**src/rtl/mode_router.sv**
```systemverilog
// Mode manager for the stopwatch/clock board: holds the active mode, routes
// buttons to that mode only, and blanks button traffic after every mode change.
module mode_router #(
    parameter int NUM_MODES    = 4,
    parameter int NUM_BTN      = 4,
    parameter int DIGITS_W     = 16,
    parameter int MODE_BTN     = 3,
    parameter int GUARD_CYCLES = 16,
    localparam int MODE_W      = (NUM_MODES > 2) ? $clog2(NUM_MODES) : 1
) (
    input  logic                          clk,
    input  logic                          reset,
    input  logic [NUM_BTN-1:0]            btn_clean,
    input  logic                          sw_direct,
    input  logic [MODE_W-1:0]             sw_mode,
    input  logic                          mode_lock,
    input  logic [NUM_MODES*DIGITS_W-1:0] numbers_in,
    output logic [NUM_MODES*NUM_BTN-1:0]  btn_out,
    output logic [DIGITS_W-1:0]           numbers,
    output logic [MODE_W-1:0]             mode,
    output logic                          mode_changed,
    output logic                          guard_active
);

    localparam logic [1:0] ST_ACTIVE = 2'd0;
    localparam logic [1:0] ST_GUARD  = 2'd1;
    localparam logic [1:0] ST_WAIT   = 2'd2;

    localparam int CNT_W = (GUARD_CYCLES > 1) ? $clog2(GUARD_CYCLES) : 1;
    localparam logic [CNT_W-1:0]   CNT_LOAD  = CNT_W'((GUARD_CYCLES > 0) ? GUARD_CYCLES - 1 : 0);
    localparam logic [MODE_W:0]    MODES_L   = (MODE_W+1)'(NUM_MODES);
    localparam logic [MODE_W-1:0]  LAST_MODE = MODE_W'(NUM_MODES - 1);
    localparam logic [NUM_BTN-1:0] STEP_MASK = NUM_BTN'(1) << MODE_BTN;

    logic [1:0]                    state_r;
    logic [1:0]                    state_nxt_s;
    logic [CNT_W-1:0]              cnt_r;
    logic [CNT_W-1:0]              cnt_nxt_s;
    logic                          btn_prev_r;
    logic                          step_rise_s;
    logic                          req_s;
    logic [MODE_W-1:0]             target_s;
    logic [NUM_BTN-1:0]            btn_masked_s;
    logic [NUM_MODES*NUM_BTN-1:0]  btn_route_s;
    logic [DIGITS_W-1:0]           numbers_sel_s;
    logic [MODE_W-1:0]             mode_r;
    logic [NUM_MODES*NUM_BTN-1:0]  btn_out_r;
    logic [DIGITS_W-1:0]           numbers_r;
    logic                          mode_changed_r;
    logic                          guard_active_r;

    assign btn_masked_s = btn_clean & ~STEP_MASK;
    assign step_rise_s  = btn_clean[MODE_BTN] & ~btn_prev_r;

    // Mode-change request: button stepping with wrap, or an in-range direct select.
    always_comb begin
        req_s    = 1'b0;
        target_s = mode_r;
        if (mode_lock) begin
            req_s = 1'b0;
        end else if (!sw_direct) begin
            if (step_rise_s) begin
                req_s    = 1'b1;
                target_s = (mode_r == LAST_MODE) ? {MODE_W{1'b0}} : mode_r + MODE_W'(1);
            end else begin
                req_s = 1'b0;
            end
        end else if (({1'b0, sw_mode} < MODES_L) && (sw_mode != mode_r)) begin
            req_s    = 1'b1;
            target_s = sw_mode;
        end else begin
            req_s = 1'b0;
        end
    end

    // Guard sequencing; an accepted change always restarts the blanking window.
    always_comb begin
        state_nxt_s = state_r;
        cnt_nxt_s   = cnt_r;
        if (req_s) begin
            state_nxt_s = (GUARD_CYCLES == 0) ? ST_WAIT : ST_GUARD;
            cnt_nxt_s   = CNT_LOAD;
        end else begin
            case (state_r)
                ST_ACTIVE: state_nxt_s = ST_ACTIVE;
                ST_GUARD: begin
                    if (cnt_r == {CNT_W{1'b0}}) begin
                        state_nxt_s = ST_WAIT;
                    end else begin
                        cnt_nxt_s = cnt_r - CNT_W'(1);
                    end
                end
                ST_WAIT: begin
                    if (btn_masked_s == {NUM_BTN{1'b0}}) begin
                        state_nxt_s = ST_ACTIVE;
                    end else begin
                        state_nxt_s = ST_WAIT;
                    end
                end
                default: state_nxt_s = ST_WAIT;
            endcase
        end
    end

    // Button fan-out to the active mode's slice and display word selection.
    always_comb begin
        btn_route_s   = {(NUM_MODES*NUM_BTN){1'b0}};
        numbers_sel_s = {DIGITS_W{1'b0}};
        for (int k = 0; k < NUM_MODES; k++) begin
            if (mode_r == MODE_W'(k)) begin
                btn_route_s[k*NUM_BTN +: NUM_BTN] = btn_masked_s;
                numbers_sel_s                     = numbers_in[k*DIGITS_W +: DIGITS_W];
            end else begin
                btn_route_s[k*NUM_BTN +: NUM_BTN] = {NUM_BTN{1'b0}};
            end
        end
    end

    // State and output registers; btn_prev resets high so a held step button is not an edge.
    always_ff @(posedge clk) begin
        if (reset) begin
            state_r        <= ST_WAIT;
            cnt_r          <= {CNT_W{1'b0}};
            btn_prev_r     <= 1'b1;
            mode_r         <= {MODE_W{1'b0}};
            btn_out_r      <= {(NUM_MODES*NUM_BTN){1'b0}};
            numbers_r      <= {DIGITS_W{1'b0}};
            mode_changed_r <= 1'b0;
            guard_active_r <= 1'b1;
        end else begin
            state_r        <= state_nxt_s;
            cnt_r          <= cnt_nxt_s;
            btn_prev_r     <= btn_clean[MODE_BTN];
            mode_r         <= target_s;
            btn_out_r      <= (state_r == ST_ACTIVE) ? btn_route_s : {(NUM_MODES*NUM_BTN){1'b0}};
            numbers_r      <= numbers_sel_s;
            mode_changed_r <= req_s;
            guard_active_r <= (state_nxt_s != ST_ACTIVE);
        end
    end

    assign mode         = mode_r;
    assign btn_out      = btn_out_r;
    assign numbers      = numbers_r;
    assign mode_changed = mode_changed_r;
    assign guard_active = guard_active_r;

endmodule

```
**config.mk**
```make
export PLATFORM = sky130hd
export DESIGN_NAME = mode_router
export DESIGN_NICKNAME = d
export VERILOG_FILES = /design/src/rtl/mode_router.sv
export SDC_FILE = /design/constraint.sdc
export NUM_CORES = 1
export LEC_CHECK = 0
export ABC_AREA = 1
export CAP_MARGIN = 10
export CELL_PAD_IN_SITES_DETAIL_PLACEMENT = 1
export CELL_PAD_IN_SITES_GLOBAL_PLACEMENT = 1
export CORE_UTILIZATION = 27
export CTS_CLUSTER_SIZE = 28
export DETAILED_ROUTE_END_ITERATION = 16
export PLACE_DENSITY = 0.8
export SLEW_MARGIN = 20
export SYNTH_ARGS = -nofsm -noshare
export SYNTH_HDL_FRONTEND = slang
export SYNTH_SLANG_ARGS = --single-unit
```
**constraint.sdc**
```tcl
create_clock -name clk -period 2.35 [get_ports clk]
set_input_delay 0.5875 -clock clk [delete_from_list [all_inputs] [get_ports clk]]
set_output_delay 0.5875 -clock clk [all_outputs]
set_load 0.05 [all_outputs]
```
==> impl_metrics.ini <==
[logic_synthesis]
ys_warn_count = 0
synthTopCellsByCount = nand2_1 (45), dfxtp_1 (39), a21oi_1 (33), nand3_1 (26), nor2_1 (20)
yosys.area.top_type = dfxtp_1
synth_area_leaders = dfxtp_1 (42%), nand2_1 (9.0%), a21oi_1 (8.8%)
synth-seq-area-share_pct = 41.5
yosys_register_bits = 39
avgSynthCellArea_sq_um = 7.49
synth_most_common_cell = nand2_1
synthFlopType = dfxtp_1
synth_top_area_share_pct = 41.5
syn_inst = 251
synth-edff-count = 0
synthArstFlopShare_pct = 0
syn_area_sq_mm = 0.00188
yosysUniqueCellTypes = 26

[routing]
drtIter0Drc = 39
dr.pass1.iters = 4
routed_wl_um = 6420
ant_nets = 0
route.detailed.wl_per_inst_um = 14.8
route.vias.total = 2052
route.detailed.drc = 0
via_per_inst = 4.73

[die]
std_cell_rows = 30
io_pins = 110
die_x_um = 85.4
die_height_um = 85.4
start_util_pct = 27.8
die_area_sq_mm = 0.00730
core-area_sq_mm = 0.00676

[placement]
placed_cells = 426
gp_congestion = 0.760
place_hpwl_um = 4810
port_buffers = 105
place_ws_ns = 0.476

[finish]
diodes = 0
drive_above_1_share_pct = 8.19
fillers = 823
instances_no_fill = 434
area_delta_synth_final_pct = 62.1
final_nets = 432

[critical_path]
path_depth = 1
worstReg2RegStart = mode[0]$_SDFFE_PP0P_
path_max_fanout = 6
crit_arrival_ns = 1.56
r2r-end = numbers[12]$_SDFF_PP0_
critPathBufInv = 1
crit_path_max_incr_delay_ns = 0.84
worstPathCellList = clkdlybuf4s50_1
cp-endpoint = mode[0]
crit_path_top_delay_cell = clkdlybuf4s50_1
critPathLaunch = mode[0]$_SDFFE_PP0P_
ff2ff_setup_slack_ns = 0.68
crit_family = buffers and inverters
critPathLaunchType = flop
ff2ff_path_depth = 5
critical_path_required_ns = 1.76
crit_path_end_kind = primary output
crit_type = flop to primary output

[pwr]
p_seq_share_pct = 39.2
p_sw_uw = 589
ir_drop_mv = 0.290
power.leakage_nw = 1.27
combPwrFrac_pct = 30.3
power.switching_fraction_pct = 31.7
power.density_mw_per_mm2 = 610
power_frac_clock_pct = 30.5
p_total_mw = 1.86
p_int_mw = 1.27

[cts]
cts.reportedPaths.clkPinSlew_ns = 0.08
tritoncts = done
cts_setup_buffers = 0
cts_root_buf = clkbuf_8
cts_buffer_depth = 2
cts_resized = 0
clkSinkCount = 39
ctsHoldBuffers = 0
clock_latency_ns = 0.29
cts_buffers = 5
htree_levels = 2

[global_routing]
grt_max_degree = 26
antenna_found_initial = 0
grt_pass1_vias = 2027
grt_overflow_total = 0
grt.total_usage_pct = 18.0
grt_pass1_wl_um = 10100

[sta]
final.setup_skew_ns = 0.00798
fin_setup_tns_ns = 0
fin_crit_sh_pct = 91.5
tightest_slew_ns = 0.523
setup_slack_ns = 0.200
rsz0062_at_grt = no
whs_ns = 0.494
slew_violations = 0
fin_crit_ns = 2.15
hold_violations = 0
max_freq_mhz = 465
relSlewSlack_pct = 65.0
finalSetupViolations = 0

[outcome]
outcome = finished, final reports clean

[worst_hold_path]
hold_path.class = flop to flop

[flow_run]
max_cap_violations = 0
[cell families after synthesis]
group,after synthesis,share of synthesized area (%)
other,1,0.200
adders and majority gates,5,3.33
DFF,39,41.5
and+or+nand+nor,98,22.9
buffers and inverters,36,11.6
AOI/OAI and AO/OA,72,20.4
[worst min path at each step]
stage | cells after the start | end | slack, ns | start
detailed placement | 2 | cnt_r[0]$_SDFFE_PP0P_ | 0.48 | cnt_r[0]$_SDFFE_PP0P_
global placement | 2 | cnt_r[0]$_SDFFE_PP0P_ | 0.48 | cnt_r[0]$_SDFFE_PP0P_
CTS | 2 | cnt_r[0]$_SDFFE_PP0P_ | 0.50 | cnt_r[0]$_SDFFE_PP0P_
global route | 2 | cnt_r[0]$_SDFFE_PP0P_ | 0.53 | cnt_r[0]$_SDFFE_PP0P_
finish | 2 | cnt_r[0]$_SDFFE_PP0P_ | 0.49 | cnt_r[0]$_SDFFE_PP0P_
floorplan | 2 | cnt_r[0]$_SDFFE_PP0P_ | 0.46 | cnt_r[0]$_SDFFE_PP0P_
[flip-flops by register name (all words and copies together), names as in the netlist]
name	count
btn_out	12
cnt_r	4
guard_active	1
state_r	2
mode_changed	1
btn_prev_r	1
mode	2
numbers	16
[per-layer routing]
layer	wire, um	GRT usage, %	vias to the layer above
met1	2960	22.9	952
li1	-	-	1022
met3	292	3.02	8
met4	95	5.15	0
met5	0	0	-
met2	3060	31.1	70
[cell type report]
class | instances | area [sq um] | share of cell area (%)
clock buffers | 5 | 68.8 | 2.26
clock inverters | 3 | 43.8 | 1.44
inverters | 18 | 72.6 | 2.38
multi-input cells | 179 | 892 | 29.3
flip-flops and latches | 39 | 781 | 25.6
well taps | 80 | 100 | 3.29
repair buffers | 110 | 1090 | 35.7
[power groups by stage]
stage	combinational [mW]	clock (mW)	sequential, mW
2_1_floorplan	0.210	0	0.870
3_3_place_gp	0.554	0	0.744
3_5_place_dp	0.565	0	0.745
4_1_cts	0.567	0.585	0.730
5_1_grt	0.609	0.617	0.735
6_report	0.562	0.567	0.729
[cell usage in the layout, fill, tap and decap left out, types with 2 or more instances in the layout]
cell type,count
clkbuf_8,5
a21oi_1,33
clkdlybuf4s50_1,105
nand3_1,26
nor2_1,20
o21ai_1,16
nand2_1,45
conb_1,4
a21oi_2,3
inv_2,5
buf_4,5
nand3_2,2
inv_1,12
o21ai_0,18
ha_1,5
dfxtp_1,39
[metrics by stage]
stage,utilization [%],instance area [sq um]
floorplan,-,1890
global placement,43.4,2930
finish,45.1,3050
CTS,45.1,3050
detailed placement,43.4,2930
global route,45.1,3050
Note: power is estimated with default switching activity, not from simulation.
